===== config.mk =====
export PLATFORM = sky130hd
export DESIGN_NAME = alu_sequencer_flat
export DESIGN_NICKNAME = d
export VERILOG_FILES = /design/src/rtl/alu_sequencer_if.sv /design/src/rtl/alu_sequencer.sv /design/src/flat_wrapper.sv
export SDC_FILE = /design/constraint.sdc
export NUM_CORES = 1
export LEC_CHECK = 0
export BUFFER_PORTS_ARGS = -buffer_cell sky130_fd_sc_hd__buf_2
export CAP_MARGIN = 20
export CELL_PAD_IN_SITES_DETAIL_PLACEMENT = 1
export CELL_PAD_IN_SITES_GLOBAL_PLACEMENT = 2
export CORE_UTILIZATION = 29
export DETAILED_ROUTE_END_ITERATION = 10
export PLACE_DENSITY = 0.95
export SYNTH_ARGS = -nofsm -noshare
export SYNTH_HDL_FRONTEND = slang
export SYNTH_SLANG_ARGS = --single-unit
export TNS_END_PERCENT = 20

===== constraint.sdc =====
create_clock -name clk -period 6.4 [get_ports clk]
set_input_delay 0.64 -clock clk [delete_from_list [all_inputs] [get_ports clk]]
set_output_delay 0.64 -clock clk [all_outputs]
set_load 0.05 [all_outputs]

===== src/rtl/alu_sequencer_if.sv =====
// rtl/alu_sequencer_if.sv - command, ALU-select, register-file and write-back bundle for alu_sequencer
interface alu_sequencer_if;
    logic       cmd_valid;
    logic       cmd_ready;
    logic [7:0] cmd_op;
    logic [2:0] cmd_rn;
    logic [2:0] cmd_len;
    logic [7:0] cmd_imm;
    logic       cmd_nowb;

    logic [3:0] alu_s_af;
    logic       alu_s3;
    logic       alu_s4;
    logic       alu_cin;
    logic [7:0] or2_out;
    logic [2:0] rf_rd_addr;
    logic [7:0] alu_out_in;
    logic [3:0] alu_flags_in;

    logic       wb_valid;
    logic [2:0] wb_dst;
    logic [7:0] wb_data;
    logic [3:0] flags;
    logic       busy;

    // Core side: offers commands, returns ALU results, consumes write-backs
    modport master (
        output cmd_valid, cmd_op, cmd_rn, cmd_len, cmd_imm, cmd_nowb,
        output alu_out_in, alu_flags_in,
        input  cmd_ready, alu_s_af, alu_s3, alu_s4, alu_cin, or2_out, rf_rd_addr,
        input  wb_valid, wb_dst, wb_data, flags, busy
    );

    // Sequencer side
    modport slave (
        input  cmd_valid, cmd_op, cmd_rn, cmd_len, cmd_imm, cmd_nowb,
        input  alu_out_in, alu_flags_in,
        output cmd_ready, alu_s_af, alu_s3, alu_s4, alu_cin, or2_out, rf_rd_addr,
        output wb_valid, wb_dst, wb_data, flags, busy
    );
endinterface


===== src/rtl/alu_sequencer.sv =====
// rtl/alu_sequencer.sv - ALU command sequencer with multi-byte carry chaining, flags and hazard bubbles
module alu_sequencer #(
    parameter int NREG = 8
) (
    input  logic            clk,
    input  logic            rst,
    alu_sequencer_if.slave  bus
);

    typedef enum logic {IDLE, RUN} state_t;

    localparam logic [3:0] NREG_W = 4'(NREG);

    state_t     state_q, state_d;
    logic [7:0] op_q, op_d;
    logic [2:0] rn_q, rn_d;
    logic [2:0] len_q, len_d;
    logic [7:0] imm_q, imm_d;
    logic       nowb_q, nowb_d;
    logic [2:0] idx_q, idx_d;
    logic [3:0] flags_q, flags_d;
    logic       wb_valid_q, wb_valid_d;
    logic [2:0] wb_dst_q, wb_dst_d;
    logic [7:0] wb_data_q, wb_data_d;

    logic [3:0] sum;
    logic [2:0] rd_idx;
    logic [3:0] s_af;
    logic       hit_r0;
    logic       hit_rn;
    logic       hazard;
    logic       execute;

    // Operand addressing, chained opcode substitution and RAW hazard detection
    always_comb begin
        sum    = {1'b0, rn_q} + {1'b0, idx_q};
        rd_idx = 3'(sum % NREG_W);
        s_af   = op_q[7:4];
        if (op_q[0] && (idx_q != 3'd0)) begin
            if (op_q[7:4] == 4'h8) s_af = 4'hA;
            if (op_q[7:4] == 4'h9) s_af = 4'hB;
        end
        // The register file has no bypass: a pending write to any register this
        // iteration reads must drain before the iteration can execute.
        hit_r0  = !op_q[3] && (wb_dst_q == 3'd0);
        hit_rn  = (op_q[3] || !op_q[2]) && (wb_dst_q == rd_idx);
        hazard  = (state_q == RUN) && wb_valid_q && (hit_r0 || hit_rn);
        execute = (state_q == RUN) && !hazard;
    end

    // Next-state: command capture in IDLE, iteration execute / bubble in RUN
    always_comb begin
        state_d    = state_q;
        op_d       = op_q;
        rn_d       = rn_q;
        len_d      = len_q;
        imm_d      = imm_q;
        nowb_d     = nowb_q;
        idx_d      = idx_q;
        flags_d    = flags_q;
        wb_valid_d = 1'b0;
        wb_dst_d   = wb_dst_q;
        wb_data_d  = wb_data_q;
        case (state_q)
            IDLE: begin
                if (bus.cmd_valid) begin
                    op_d    = bus.cmd_op;
                    rn_d    = bus.cmd_rn;
                    len_d   = bus.cmd_len;
                    imm_d   = bus.cmd_imm;
                    nowb_d  = bus.cmd_nowb;
                    idx_d   = 3'd0;
                    state_d = RUN;
                end
            end
            RUN: begin
                if (execute) begin
                    // Z accumulates across bytes so a multi-byte result is zero only if every byte is.
                    flags_d[3:1] = bus.alu_flags_in[3:1];
                    flags_d[0]   = (idx_q != 3'd0) ? (bus.alu_flags_in[0] & flags_q[0])
                                                   : bus.alu_flags_in[0];
                    if (!nowb_q) begin
                        wb_valid_d = 1'b1;
                        wb_dst_d   = op_q[1] ? rd_idx : 3'd0;
                        wb_data_d  = bus.alu_out_in;
                    end
                    if (idx_q == len_q) begin
                        state_d = IDLE;
                    end else begin
                        idx_d = idx_q + 3'd1;
                    end
                end
            end
        endcase
    end

    // State registers with synchronous reset that abandons any in-flight command
    always_ff @(posedge clk) begin
        if (rst) begin
            state_q    <= IDLE;
            op_q       <= 8'h00;
            rn_q       <= 3'd0;
            len_q      <= 3'd0;
            imm_q      <= 8'h00;
            nowb_q     <= 1'b0;
            idx_q      <= 3'd0;
            flags_q    <= 4'b0000;
            wb_valid_q <= 1'b0;
            wb_dst_q   <= 3'd0;
            wb_data_q  <= 8'h00;
        end else begin
            state_q    <= state_d;
            op_q       <= op_d;
            rn_q       <= rn_d;
            len_q      <= len_d;
            imm_q      <= imm_d;
            nowb_q     <= nowb_d;
            idx_q      <= idx_d;
            flags_q    <= flags_d;
            wb_valid_q <= wb_valid_d;
            wb_dst_q   <= wb_dst_d;
            wb_data_q  <= wb_data_d;
        end
    end

    assign bus.cmd_ready  = (state_q == IDLE);
    assign bus.alu_s_af   = (state_q == RUN) ? s_af : 4'h0;
    assign bus.alu_s3     = (state_q == RUN) ? op_q[3] : 1'b0;
    assign bus.alu_s4     = (state_q == RUN) ? op_q[2] : 1'b0;
    assign bus.alu_cin    = flags_q[1];
    assign bus.or2_out    = imm_q;
    assign bus.rf_rd_addr = rd_idx;
    assign bus.wb_valid   = wb_valid_q;
    assign bus.wb_dst     = wb_dst_q;
    assign bus.wb_data    = wb_data_q;
    assign bus.flags      = flags_q;
    assign bus.busy       = (state_q != IDLE) || wb_valid_q;

endmodule

===== src/flat_wrapper.sv =====
// flat-port wrapper written by rule: the top's interface ports become plain ports
module alu_sequencer_flat 
#(
    parameter int NREG = 8
)
  (clk, rst, bus_cmd_valid, bus_cmd_op, bus_cmd_rn, bus_cmd_len, bus_cmd_imm, bus_cmd_nowb, bus_alu_out_in, bus_alu_flags_in, bus_cmd_ready, bus_alu_s_af, bus_alu_s3, bus_alu_s4, bus_alu_cin, bus_or2_out, bus_rf_rd_addr, bus_wb_valid, bus_wb_dst, bus_wb_data, bus_flags, bus_busy);
  alu_sequencer_if bus_i ();
  input  logic clk;
  input  logic rst;
  input wire logic [$bits(bus_i.cmd_valid)-1:0] bus_cmd_valid;
  input wire logic [$bits(bus_i.cmd_op)-1:0] bus_cmd_op;
  input wire logic [$bits(bus_i.cmd_rn)-1:0] bus_cmd_rn;
  input wire logic [$bits(bus_i.cmd_len)-1:0] bus_cmd_len;
  input wire logic [$bits(bus_i.cmd_imm)-1:0] bus_cmd_imm;
  input wire logic [$bits(bus_i.cmd_nowb)-1:0] bus_cmd_nowb;
  input wire logic [$bits(bus_i.alu_out_in)-1:0] bus_alu_out_in;
  input wire logic [$bits(bus_i.alu_flags_in)-1:0] bus_alu_flags_in;
  output wire logic [$bits(bus_i.cmd_ready)-1:0] bus_cmd_ready;
  output wire logic [$bits(bus_i.alu_s_af)-1:0] bus_alu_s_af;
  output wire logic [$bits(bus_i.alu_s3)-1:0] bus_alu_s3;
  output wire logic [$bits(bus_i.alu_s4)-1:0] bus_alu_s4;
  output wire logic [$bits(bus_i.alu_cin)-1:0] bus_alu_cin;
  output wire logic [$bits(bus_i.or2_out)-1:0] bus_or2_out;
  output wire logic [$bits(bus_i.rf_rd_addr)-1:0] bus_rf_rd_addr;
  output wire logic [$bits(bus_i.wb_valid)-1:0] bus_wb_valid;
  output wire logic [$bits(bus_i.wb_dst)-1:0] bus_wb_dst;
  output wire logic [$bits(bus_i.wb_data)-1:0] bus_wb_data;
  output wire logic [$bits(bus_i.flags)-1:0] bus_flags;
  output wire logic [$bits(bus_i.busy)-1:0] bus_busy;
  assign bus_i.cmd_valid = bus_cmd_valid;
  assign bus_i.cmd_op = bus_cmd_op;
  assign bus_i.cmd_rn = bus_cmd_rn;
  assign bus_i.cmd_len = bus_cmd_len;
  assign bus_i.cmd_imm = bus_cmd_imm;
  assign bus_i.cmd_nowb = bus_cmd_nowb;
  assign bus_i.alu_out_in = bus_alu_out_in;
  assign bus_i.alu_flags_in = bus_alu_flags_in;
  assign bus_cmd_ready = bus_i.cmd_ready;
  assign bus_alu_s_af = bus_i.alu_s_af;
  assign bus_alu_s3 = bus_i.alu_s3;
  assign bus_alu_s4 = bus_i.alu_s4;
  assign bus_alu_cin = bus_i.alu_cin;
  assign bus_or2_out = bus_i.or2_out;
  assign bus_rf_rd_addr = bus_i.rf_rd_addr;
  assign bus_wb_valid = bus_i.wb_valid;
  assign bus_wb_dst = bus_i.wb_dst;
  assign bus_wb_data = bus_i.wb_data;
  assign bus_flags = bus_i.flags;
  assign bus_busy = bus_i.busy;
  alu_sequencer #(.NREG(NREG)) u_core (.clk(clk), .rst(rst), .bus(bus_i));
endmodule

# --- Word-level counts from Yosys, hierarchy flattened ---
# Index checks and enable logic that the tools add are counted.
classes:
  bitwise_logic: 4
  eq_ne: 7
  n_reduce_logical: 19
  add_sub_neg: 2
  n_mux: 17
ops:
  columns: ["cell", "count"]
  rows:
  - ["$mux 4", 4]
  - ["$mux 3", 4]
  - ["$eq 4x4->1 const B", 2]
  - ["$mux 1", 7]
  - ["$eq 3x3->1", 2]
  - ["$logic_and 1x1->1", 6]
  - ["$ne 2x2->1 const B", 3]
  - ["$pmux 3 s2", 1]
  - ["$reduce_and 3->1", 2]
  - ["$reduce_and 2->1", 2]
  - ["$add 3x1->3 const B", 1]
  - ["$add 3x3->3", 1]
  - ["$logic_not 1->1", 3]
  - ["$logic_not 3->1", 1]
  - ["$logic_or 1x1->1", 3]
  - ["$not 1->1", 3]
  - ["$reduce_bool 3->1", 1]
  - ["$reduce_or 3->1", 1]
  - ["$pmux 1 s2", 1]
  - ["$and 1x1->1", 1]
word_totals:
  register_bits: 43
  input_bits: 38
  out_inout_bits: 36

# --- Logic depth before layout (Yosys ltp) ---
# Gate-level depths: netlist of the first run.
logic_depth:
  ltp_word: 9
  depth_mapped: 9

# --- Worst setup path after synthesis of the first run ---
# OpenSTA, ideal clock, no wires.
synth_timing:
  path_kind: "register -> register"
  start: "register u_core.idx_q[0]"
  end: "register u_core.wb_data_q[0], in the netlist u_core.bus.wb_data[0]"
  n_path_buf: 1
  synth_period_minus_slack_ps: 2480
  setup_time_ps: 128
  t_required_ps: 6272
  setup_slack_ps: 3920
  arrival_time_ps: 2353
  path_stages_with_launch: 10
  cell_sequence: "dfxtp_1 ha_1 inv_1 fa_1 xnor3_2 xnor2_4 a211oi_4 buf_6 mux2i_1 nor2_1"
synth_between:
  elab_chain_cells: 8
synth_lines:
  columns: ["element", "line_no", "rtl"]
  rows:
  - ["start: declaration", "alu_sequencer.sv:20", "logic [2:0] idx_q, idx_d;"]
  - ["start signal: assignment", "alu_sequencer.sv:118", "idx_q <= idx_d;"]
  - ["$add 3x3->3", "alu_sequencer.sv:36", "sum = {1'b0, rn_q} + {1'b0, idx_q};"]
  - ["net bus_rf_rd_addr[2]", "flat_wrapper.sv:24", "output wire logic [$bits(bus_i.rf_rd_addr)-1:0] bus_rf_rd_addr;"]
  - ["$eq 3x3->1", "alu_sequencer.sv:46", "hit_rn = (op_q[3] || !op_q[2]) && (wb_dst_q == rd_idx);"]
  - ["$logic_and 1x1->1", "alu_sequencer.sv:46", null]
  - ["$logic_or 1x1->1", "alu_sequencer.sv:47", "hazard = (state_q == RUN) && wb_valid_q && (hit_r0 || hit_rn);"]
  - ["$logic_and 1x1->1", "alu_sequencer.sv:47", null]
  - ["$logic_not 1->1", "alu_sequencer.sv:48", "execute = (state_q == RUN) && !hazard;"]
  - ["$logic_and 1x1->1", "alu_sequencer.sv:48", null]
  - ["$reduce_and 3->1 (no source line)", null, null]
  - ["end signal: assignment", "alu_sequencer.sv:122", "wb_data_q <= wb_data_d;"]
  - ["end: declaration", "alu_sequencer.sv:24", "logic [7:0] wb_data_q, wb_data_d;"]
# The timed path passes the listed nets, and every way through them passes these cells.
# A chain may end at the register's enable or synchronous reset.

# --- Final worst setup path of the first run ---
layout_timing:
  start: "register u_core.idx_q[0]"
  end: "register u_core.wb_dst_q[2], in the netlist u_core.bus.wb_dst[2]"
layout_between:
  elab_chain_cells: 8
  word_cells_on_any_way: 9
  cone_classes: "add/sub (1); eq/ne (1); mux (1); reduce/logical (6)"
layout_lines:
  columns: ["element", "line_no", "rtl"]
  rows:
  - ["$add 3x3->3 *", "alu_sequencer.sv:36", null]
  - ["$eq 3x3->1", "alu_sequencer.sv:46", null]
  - ["$logic_and 1x1->1", "alu_sequencer.sv:46", null]
  - ["$logic_or 1x1->1", "alu_sequencer.sv:47", null]
  - ["$logic_and 1x1->1", "alu_sequencer.sv:47", null]
  - ["$logic_not 1->1", "alu_sequencer.sv:48", null]
  - ["$logic_and 1x1->1", "alu_sequencer.sv:48", null]
  - ["$reduce_and 3->1 (no source line)", null, null]
  - ["end signal: assignment", "alu_sequencer.sv:121", "wb_dst_q <= wb_dst_d;"]
  - ["end: declaration", "alu_sequencer.sv:23", "logic [2:0] wb_dst_q, wb_dst_d;"]
# Every way passes the cells marked *; elsewhere a longest branch is shown, timed or not.

==> metrics.txt, run 1 <==
Clock Tree Root clkbuf_8; Seq cells post-synth 43; Final Cycle Share 43.21%; # diodes 0; core area 5991 sq um; status finished clean; DP Worst Slack 3.679 ns; met2 routed WL 2407 microns; M1 wire length 2104 microns; Synth Instances 210; port bufs 73; Syn-to-layout area delta 26.30%; setup ws final 3.635 ns; CTS tree yes; clock transition at the registers of the reported paths 0.08 ns; Yosys Warn Count 0; RSZ-0062 raised after global routing false; Die X 81.48 microns; post-detail-place hpwl 3490 microns; cell area after synthesis 1832 sq um; vias in the first global route 1,612; post-DR vias/cell 4.665; largest net degree at the start of global routing 46; CTS Buffer Depth 2; Crit Path Class register to register; Final Util 38.62%; per-cell routed wire length 13.53 microns; required time of the critical path 6.54 ns; Initial Util 30.58%; share of the synthesized area in the top cell type 46.99%; height of the die 81.48 microns; Max Slew Vio Count 0; endpoint class of the critical path register; CP Max Fanout 14; IO Count 74; total gr overflow 0; CTS Hold Bufs 0; setup_tns 0 ns; leakage 1.058 nW; Die Area 6638 sq um; slew margin rel. 29.06%; clock sink total 43; skew final 0.005306 ns; Seq/Total Area, Yosys 46.99%; initial DRC count 87; cell taking the most area after synthesis dfxtp_1; fillers 735; CTS Buf Count 5; via count 1,642; H-tree depth 2; total track usage 15.44%; synth top area cells dfxtp_1, nand2_1, a21oi_1; CP Launch Type register; worst vdd ir 0.1243 mV; wire length on met3 222 microns; worst path arrival time 2.90 ns; Yosys cell types 33; final wirelength 4764 microns; initial antenna violation count 0; drc violations 0; Hold Path Class register to register; share of layout cells above drive strength 1 31.41%; max-cap viol count 0; DRT antenna net count 0; first-pass GRT wire length 7707 microns; gpl congestion 0.7592; site row count 28; clock insertion delay at the later pin of the skew report 0.29 ns; Final nets 320; Synth Net Count 252; post-CTS sizing 0; worst-margin pin slew 1.059 ns; Final min period 2.765 ns; final hold viol count 0; Pwr per Cell Area 267.3 nW/um^2; Setup Viol. Count Final 0; highest routing layer actually used met4; postcts setup bufs 0; Synth Area per Inst 8.723 sq um; DRT Pass-1 Iters 4; FMAX 361.6 MHz
-- worst max-delay path: stages, from the launching register on --
cell and delay, ns:
dfxtp_1 0.46, ha_1 0.18, inv_1 0.05, fa_1 0.37, xnor3_2 0.30, xnor2_4 0.18
a211oi_4 0.71, mux2i_1 0.29, nor2_1 0.08
-- synthesized netlist by cell type --
cell	n
a211oi_1	2
a21oi_2	1
nor4_1	1
and2_1	5
nand3_1	3
nand2_1	50
mux2i_1	13
xor2_1	4
a211oi_2	1
nor2_1	18
xnor2_1	1
or2_2	1
nand2b_1	2
clkbuf_1	9
fa_1	1
nor2b_1	3
xnor2_4	1
a21o_1	1
buf_4	1
xnor3_2	1
inv_1	8
ha_1	3
nor3_1	2
a21oi_1	27
or3_1	1
o2111a_1	1
buf_6	1
nand4b_1	1
o31ai_2	1
o22a_1	1
dfxtp_1	43
buf_1	1
a211oi_4	1
-- registers in the layout, summed over array words and instances (netlist names) --
name / flops
u_core.bus.flags: 4
u_core.state_q: 1
u_core.bus.wb_valid: 1
u_core.bus.wb_data: 8
u_core.nowb_q: 1
u_core.idx_q: 3
u_core.bus.or2_out: 8
u_core.len_q: 3
u_core.bus.wb_dst: 3
u_core.op_q: 8
u_core.rn_q: 3
-- layout by cell type (no fill, tap or decap), types with 2 or more instances in the layout --
master and count:
inv_1 8, ha_1 3, nor3_1 2, mux2i_1 13, nand2_1 50, dfxtp_1 43, clkbuf_8 5, a211oi_1 2
xor2_1 4, nor2b_1 2, buf_2 73, nor2_1 18, nand3_1 3, a21oi_1 27, nand2b_1 2, and2_1 5
-- per-stage QoR --
stage	total power [mW]	instance area [sq um]	hold WS, ns	instances
6_report	0.6185	2313	0.4552	352
5_1_grt	0.6533	2313	0.4795	352
4_1_cts	0.6292	2313	0.4561	352
3_5_place_dp	0.4645	2237	0.4451	346
3_3_place_gp	0.4611	2237	0.4389	346
2_1_floorplan	0.4230	1832	0.4317	210
-- final timing paths --
kind                                                   start                           endpoint  slack (ns)  cells past startpoint
worst min-delay path             u_core.op_q[4]$_SDFFE_PP0P_        u_core.op_q[4]$_SDFFE_PP0P_        0.46                      2
worst max-delay path            u_core.idx_q[0]$_SDFFE_PP0P_  u_core.bus.wb_dst[2]$_SDFFE_PP0P_        3.63                      8
worst max register to register  u_core.idx_q[0]$_SDFFE_PP0P_  u_core.bus.wb_dst[2]$_SDFFE_PP0P_        3.63                      8
worst min register to register   u_core.op_q[4]$_SDFFE_PP0P_        u_core.op_q[4]$_SDFFE_PP0P_        0.46                      2
-- power by group --
| group | leakage, nW | switching (mW) | internal, mW | total, mW |
|---|---|---|---|---|
| combinational | 0.670 | 0.110 | 0.0474 | 0.157 |
| sequential | 0.352 | 0.0129 | 0.286 | 0.298 |
| clock | 0.0361 | 0.0901 | 0.0726 | 0.163 |
-- layout make-up --
class                      instances  area, sq um  share of cell area (%)
timing repair buffer              73        365.4                   15.79
sequential                        43        860.8                   37.21
multi-input combinational        147        887.1                   38.35
clock inverter                     1        7.507                  0.3245
tap                               75        93.84                   4.056
clock buffer                       5        68.82                   2.975
inverter                           8        30.03                   1.298
-- metal layers --
metal | track usage [%] | vias up
met5 | 0 | -
met4 | 4.286 | 0
met3 | 3.778 | 4
met2 | 25.92 | 40
met1 | 19.57 | 783
li1 | - | 815
-- kinds of logic (layout without fill, tap and decap cells) --
group	after synthesis	after routing	share of synthesized area, %
and+or+nand+nor	87	87	20.22
DFF	43	43	46.99
AOI/OAI and AO/OA	36	36	12.64
buffers and inverters	20	87	4.713
muxes	13	13	7.104
xor gates and xnor gates	7	7	5.191
adders and majority gates	4	4	3.142
(Power assumes the default switching activity.)
==> inputs of run 2 (changes only) <==
--- a/config.mk
+++ b/config.mk
@@ -5,13 +5,14 @@
 export SDC_FILE = /design/constraint.sdc
 export NUM_CORES = 1
 export LEC_CHECK = 0
+export ABC_AREA = 1
 export BUFFER_PORTS_ARGS = -buffer_cell sky130_fd_sc_hd__buf_2
 export CAP_MARGIN = 20
 export CELL_PAD_IN_SITES_DETAIL_PLACEMENT = 1
 export CELL_PAD_IN_SITES_GLOBAL_PLACEMENT = 2
-export CORE_UTILIZATION = 29
+export CORE_UTILIZATION = 23
 export DETAILED_ROUTE_END_ITERATION = 10
-export PLACE_DENSITY = 0.95
+export PLACE_DENSITY = 0.86
 export SYNTH_ARGS = -nofsm -noshare
 export SYNTH_HDL_FRONTEND = slang
 export SYNTH_SLANG_ARGS = --single-unit
==> constraint.sdc (replaced) <==
create_clock -name clk -period 2.5 [get_ports clk]
set_input_delay 0.25 -clock clk [delete_from_list [all_inputs] [get_ports clk]]
set_output_delay 0.25 -clock clk [all_outputs]
set_load 0.05 [all_outputs]
==> metrics.txt, run 2 <==
most numerous cell in the Yosys netlist nor2_1; CTS Buf Count 5; Final nets 409; top cells by count, synth nor2_1, inv_1, nand2_1, dfxtp_1, o21ai_0; CTS tree yes; clock transition at the registers of the reported paths 0.09 ns; Max Slew Vio Count 0; Die Area 9354 sq um; setup_tns 0 ns; Switching Share 34.41%; IO Count 74; first-pass GRT wire length 9591 microns; Synth Area per Inst 6.924 sq um; Comb power frac 27.8%; DP Worst Slack 0.1704 ns; Syn-to-layout area delta 28.50%; Synth Instances 298; critical path, cell by cell ha_1 > inv_1 > fa_1 > inv_1 > nand2_1 > nand2_1 > nand2_2 > nand2_1 > buf_2; endpoint class of the critical path output port; drc violations 0; RSZ-0062 raised after global routing false; port bufs 73; most used cell, CP nand2_1; cell taking the most area after synthesis dfxtp_1; P_int 1.304 mW; FMAX 445.1 MHz; CP Max Fanout 5; post-detail-place hpwl 4241 microns; Seq/Total Area, Yosys 41.72%; core area 8721 sq um; share of the synthesized area in the top cell type 41.72%; required time of the critical path 2.25 ns; Final min period 2.247 ns; skew final 0.009933 ns; total gr overflow 0; leakage 1.390 nW; Setup Viol. Count Final 0; max-cap viol count 0; DRT antenna net count 0; worst-margin pin slew 0.4911 ns; Post-synth EDFFs 0; final hold viol count 0; initial DRC count 47; Clock Tree Root clkbuf_8; synth top area cells dfxtp_1, nor2_1, inv_1; CP Launch Type register; worst vdd ir 0.2834 mV; Flop pwr share 39.6%; CP peak stage delay 0.41 ns; Seq cells post-synth 43; largest net degree at the start of global routing 28; Final Non-Filler Cells 476; Die X 96.72 microns; status finished clean; total track usage 12.40%; Cells after DPL 468; Pwr per Cell Area 749.9 nW/um^2; Initial Util 23.66%; gpl congestion 0.7656; most common cell after layout, fill and taps aside buf_2; post-DR vias/cell 4.271; share of layout cells above drive strength 1 29.08%; Hold Path Class primary input to register; CTS Hold Bufs 0; H-tree depth 2; vias in the first global route 2,054; Sw Pwr 0.6842 mW; site row count 34; via count 2,033; Synth async-reset ratio 0%; most frequent cells in the layout buf_2, nor2_1, inv_1; Yosys cell types 24; Synth Net Count 340; worst path arrival time 2.00 ns; height of the die 96.72 microns; CTS Buffer Depth 2; initial antenna violation count 0; per-cell routed wire length 11.84 microns; postcts setup bufs 0; Yosys Warn Count 0; clock network power share 32.6%; slew margin rel. 67.06%; clock insertion delay at the later pin of the skew report 0.30 ns; final wirelength 5634 microns; Most used DFF post-synth dfxtp_1; crit path max-delay cell type fa_1; Final Cycle Share 89.88%; setup ws final 0.2531 ns; cell area after synthesis 2063 sq um; DRT Pass-1 Iters 4; Crit Path Class register to output port; # diodes 0; clock sink total 43
## run 2: changes by cell type after synthesis, sizes merged, moves of 6 or more
cell	delta
o21ai	+28
nand4	+14
inv	+46
a21oi	-17
nand3	+7
mux2i	-13
nor2	+37
nand2	+6
## run 2: power by group through the flow
stage               Sequential, mW  Clock, mW  Combinational (mW)
floorplan                    0.927          0               0.293
global placement             0.802          0               0.549
detailed placement           0.804          0               0.558
CTS                          0.789      0.668               0.560
global route                 0.797      0.690               0.611
finish                       0.788      0.648               0.552
## run 2: worst max-delay path: cells and delay by family, from the launching register on
kind | cells | cell delay (ns)
adder cells (fa/ha/maj) | 2 | 0.57
AND/OR/NAND/NOR | 4 | 0.32
buffers and inverters | 3 | 0.43
flip-flops | 1 | 0.39
## run 2: cells by family (layout without fill, tap and decap cells)
logic type | after synthesis | after routing | synth area share, %
AND/OR/NAND/NOR | 137 | 137 | 30.26
flip-flops | 43 | 43 | 41.72
buffers and inverters | 70 | 140 | 13.83
XOR/XNOR | 3 | 3 | 1.274
AO/OA/AOI/OAI | 41 | 41 | 10.13
adder cells (fa/ha/maj) | 4 | 4 | 2.790
## run 2: what timing repair did
item,in CTS,in global routing
endpoints found under the hold margin,0,0
endpoints found under the setup margin,0,13
resized for setup,0,2
## run 2: stage by stage
step,power (mW),utilization (%),hold WS (ns),instance area [sq um]
3_5_place_dp,1.362,28.84,0.4486,2515
3_3_place_gp,1.351,28.84,0.4424,2515
4_1_cts,2.017,30.36,0.1939,2648
5_1_grt,2.099,30.40,0.2109,2651
6_report,1.988,30.40,0.1977,2651
2_1_floorplan,1.220,-,0.3191,2063
## run 2: final cells by class
cell class	count	area [sq um]
fillers	1110	6070
multi-input cells	185	919.6
inverters	55	206.4
flip-flops and latches	43	862.1
repair buffers	77	395.4
clock buffers	6	72.57
clock inverters	2	60.06
well taps	108	135.1
## run 2: final timing paths
| path | startpoint | to | slack [ns] | depth (start not counted) |
|---|---|---|---|---|
| hold reg to reg | u_core.op_q[5]$_SDFFE_PP0P_ | u_core.op_q[5]$_SDFFE_PP0P_ | 0.46 | 2 |
| setup reg to reg | u_core.idx_q[0]$_SDFFE_PP0P_ | u_core.bus.wb_data[7]$_SDFFE_PP0P_ | 0.25 | 14 |
| hold / removal | bus_cmd_imm[0] | u_core.bus.or2_out[0]$_SDFFE_PP0P_ | 0.20 | 3 |
| setup / recovery | u_core.idx_q[0]$_SDFFE_PP0P_ | bus_rf_rd_addr[2] | 0.25 | 9 |
## run 2: layer usage
layer / global-route usage (%) / part of all wire [%] / vias up
met4: 3.444 / 1.1 / 0
met1: 15.72 / 47 / 937
li1: - / - / 1047
met3: 2.529 / 3.9 / 6
met2: 21.24 / 48 / 43
met5: 0 / 0 / -
==> inputs of run 3 (changes only) <==
--- a/config.mk
+++ b/config.mk
@@ -13,6 +13,7 @@
 export CORE_UTILIZATION = 23
 export DETAILED_ROUTE_END_ITERATION = 10
 export PLACE_DENSITY = 0.86
+export REMOVE_ABC_BUFFERS = 1
 export SYNTH_ARGS = -nofsm -noshare
 export SYNTH_HDL_FRONTEND = slang
 export SYNTH_SLANG_ARGS = --single-unit
==> metrics.txt, run 3 (synthesized netlist as in run 2, its figures left out) <==
Syn-to-layout area delta 27.53%; clock transition at the registers of the reported paths 0.08 ns; final hold viol count 0; first-pass GRT wire length 9487 microns; CP Max Fanout 20; Die Area 9354 sq um; clock sink total 43; leakage 1.375 nW; total gr overflow 0; FMAX 443.6 MHz; height of the die 96.72 microns; Final nets 409; vias in the first global route 2,027; status finished clean; total track usage 12.28%; Crit Path Class register to register; initial antenna violation count 0; max-cap viol count 0; RR Startpoint u_core.idx_q[0]$_SDFFE_PP0P_; Final Cell Area 2631 sq um; Hold Path Class primary input to register; Initial Util 23.66%; # diodes 0; Pwr per Cell Area 712.3 nW/um^2; final wirelength 5620 microns; drc violations 0; setup_tns 0 ns; hold_sp bus_cmd_imm[3]; CP Buf/Inv Count 3; CP peak stage delay 0.51 ns; endpoint class of the critical path register; post-DR vias/cell 4.248; slew margin rel. 62.51%; Die X 96.72 microns; port bufs 73; worst vdd ir 0.2252 mV; worst path arrival time 2.45 ns; CP Launch Type register; clock insertion delay at the later pin of the skew report 0.30 ns; most frequent cells in the layout buf_2, nor2_1, inv_1; Final Cycle Share 90.18%; Post-DP Area 2507 sq um; skew final 0.008103 ns; Max Slew Vio Count 0; gpl congestion 0.7578; initial DRC count 85; core area 8721 sq um; worst-margin pin slew 0.5617 ns; H-tree depth 2; CTS Buf Count 5; crit path max-delay cell type fa_1; CTS Hold Bufs 0; DRT Pass-1 Iters 4; per-cell routed wire length 11.83 microns; critical path, cell by cell ha_1 > inv_1 > fa_1 > inv_1 > nand2_1 > nand3_1 > nor2_1 > nand3_2 > nand2_2 > nand2_4 > nand2_2 > inv_1 > nor2_1 > nor2_1; site row count 34; Final min period 2.254 ns; CTS tree yes; Setup Viol. Count Final 0; Worst Setup SP u_core.idx_q[0]$_SDFFE_PP0P_; share of layout cells above drive strength 1 28.88%; via count 2,018; required time of the critical path 2.70 ns; DRT antenna net count 0; Crit path max-delay family simple AND/OR/NAND/NOR gates; largest net degree at the start of global routing 23; Clock Tree Root clkbuf_8; most common cell after layout, fill and taps aside buf_2; post-detail-place hpwl 4188 microns; RSZ-0062 raised after global routing false; CTS Buffer Depth 2; IO Count 74
[run 3: cell count changes in the layout (fill, tap and decap cells not counted), sizes merged]
cell    previous run  this run
buf               77        76
bufinv             2         1
nand3             10        11
[run 3: layer usage]
metal | track usage [%] | part of all wire [%] | wire (microns) | vias up
met5 | 0 | 0 | 0 | -
met4 | 2.755 | 0.91 | 51 | 0
met3 | 2.962 | 5.0 | 280 | 7
met2 | 22.97 | 50 | 2790 | 53
met1 | 13.93 | 44 | 2498 | 912
li1 | - | - | - | 1046
[run 3: worst register-to-register path, cell delays in order, from the launching register on]
cell     delay, ns
dfxtp_2       0.38
ha_1          0.15
inv_1         0.04
fa_1          0.52
inv_1         0.09
nand2_1       0.07
nand3_1       0.06
nor2_1        0.15
nand3_2       0.09
nand2_2       0.08
nand2_4       0.17
nand2_2       0.15
inv_1         0.08
nor2_1        0.09
nor2_1        0.05
[run 3: through the flow]
stage / utilization (%) / hold slack (ns) / instances / total power [mW] / setup slack (ns)
after floorplan: - / 0.3191 / 283 / 1.206 / 0.07410
after global placement: 28.75 / 0.4582 / 467 / 1.349 / 0.1767
after detailed placement: 28.75 / 0.4679 / 467 / 1.363 / 0.1331
after CTS: 29.93 / 0.1893 / 474 / 1.904 / 0.1140
after global routing: 30.17 / 0.1987 / 475 / 1.985 / 0.04173
final: 30.17 / 0.2003 / 475 / 1.874 / 0.2456
[run 3: timing repair]
item	in CTS	in global routing
setup endpoints to repair	0	14
gates resized for setup	0	3
setup buffers	0	0
[run 3: layout make-up]
class                   instances  area [sq um]
clock inverters                 1         30.03
well taps                     108         135.1
flip-flops and latches         43         862.1
inverters                      55         206.4
multi-input cells             186         937.1
clock buffers                   6         72.57
fillers                      1112          6090
repair buffers                 76         387.9
[run 3: where the power goes]
group / internal (mW) / switching, mW / leakage (nW) / total (mW)
Combinational: 0.154 / 0.402 / 0.968 / 0.556
Sequential: 0.749 / 0.0373 / 0.355 / 0.786
Clock: 0.293 / 0.239 / 0.0513 / 0.532
[run 3: path summary, 6_finish.rpt]
check | depth (start not counted) | slack (ns) | endpoint
worst min register to register | 2 | 0.48 | u_core.bus.flags[0]$_SDFFE_PP0P_
worst min-delay path | 3 | 0.20 | u_core.bus.or2_out[3]$_SDFFE_PP0P_
worst max register to register | 14 | 0.25 | u_core.bus.flags[3]$_SDFFE_PP0P_
worst max-delay path | 14 | 0.25 | u_core.bus.flags[3]$_SDFFE_PP0P_
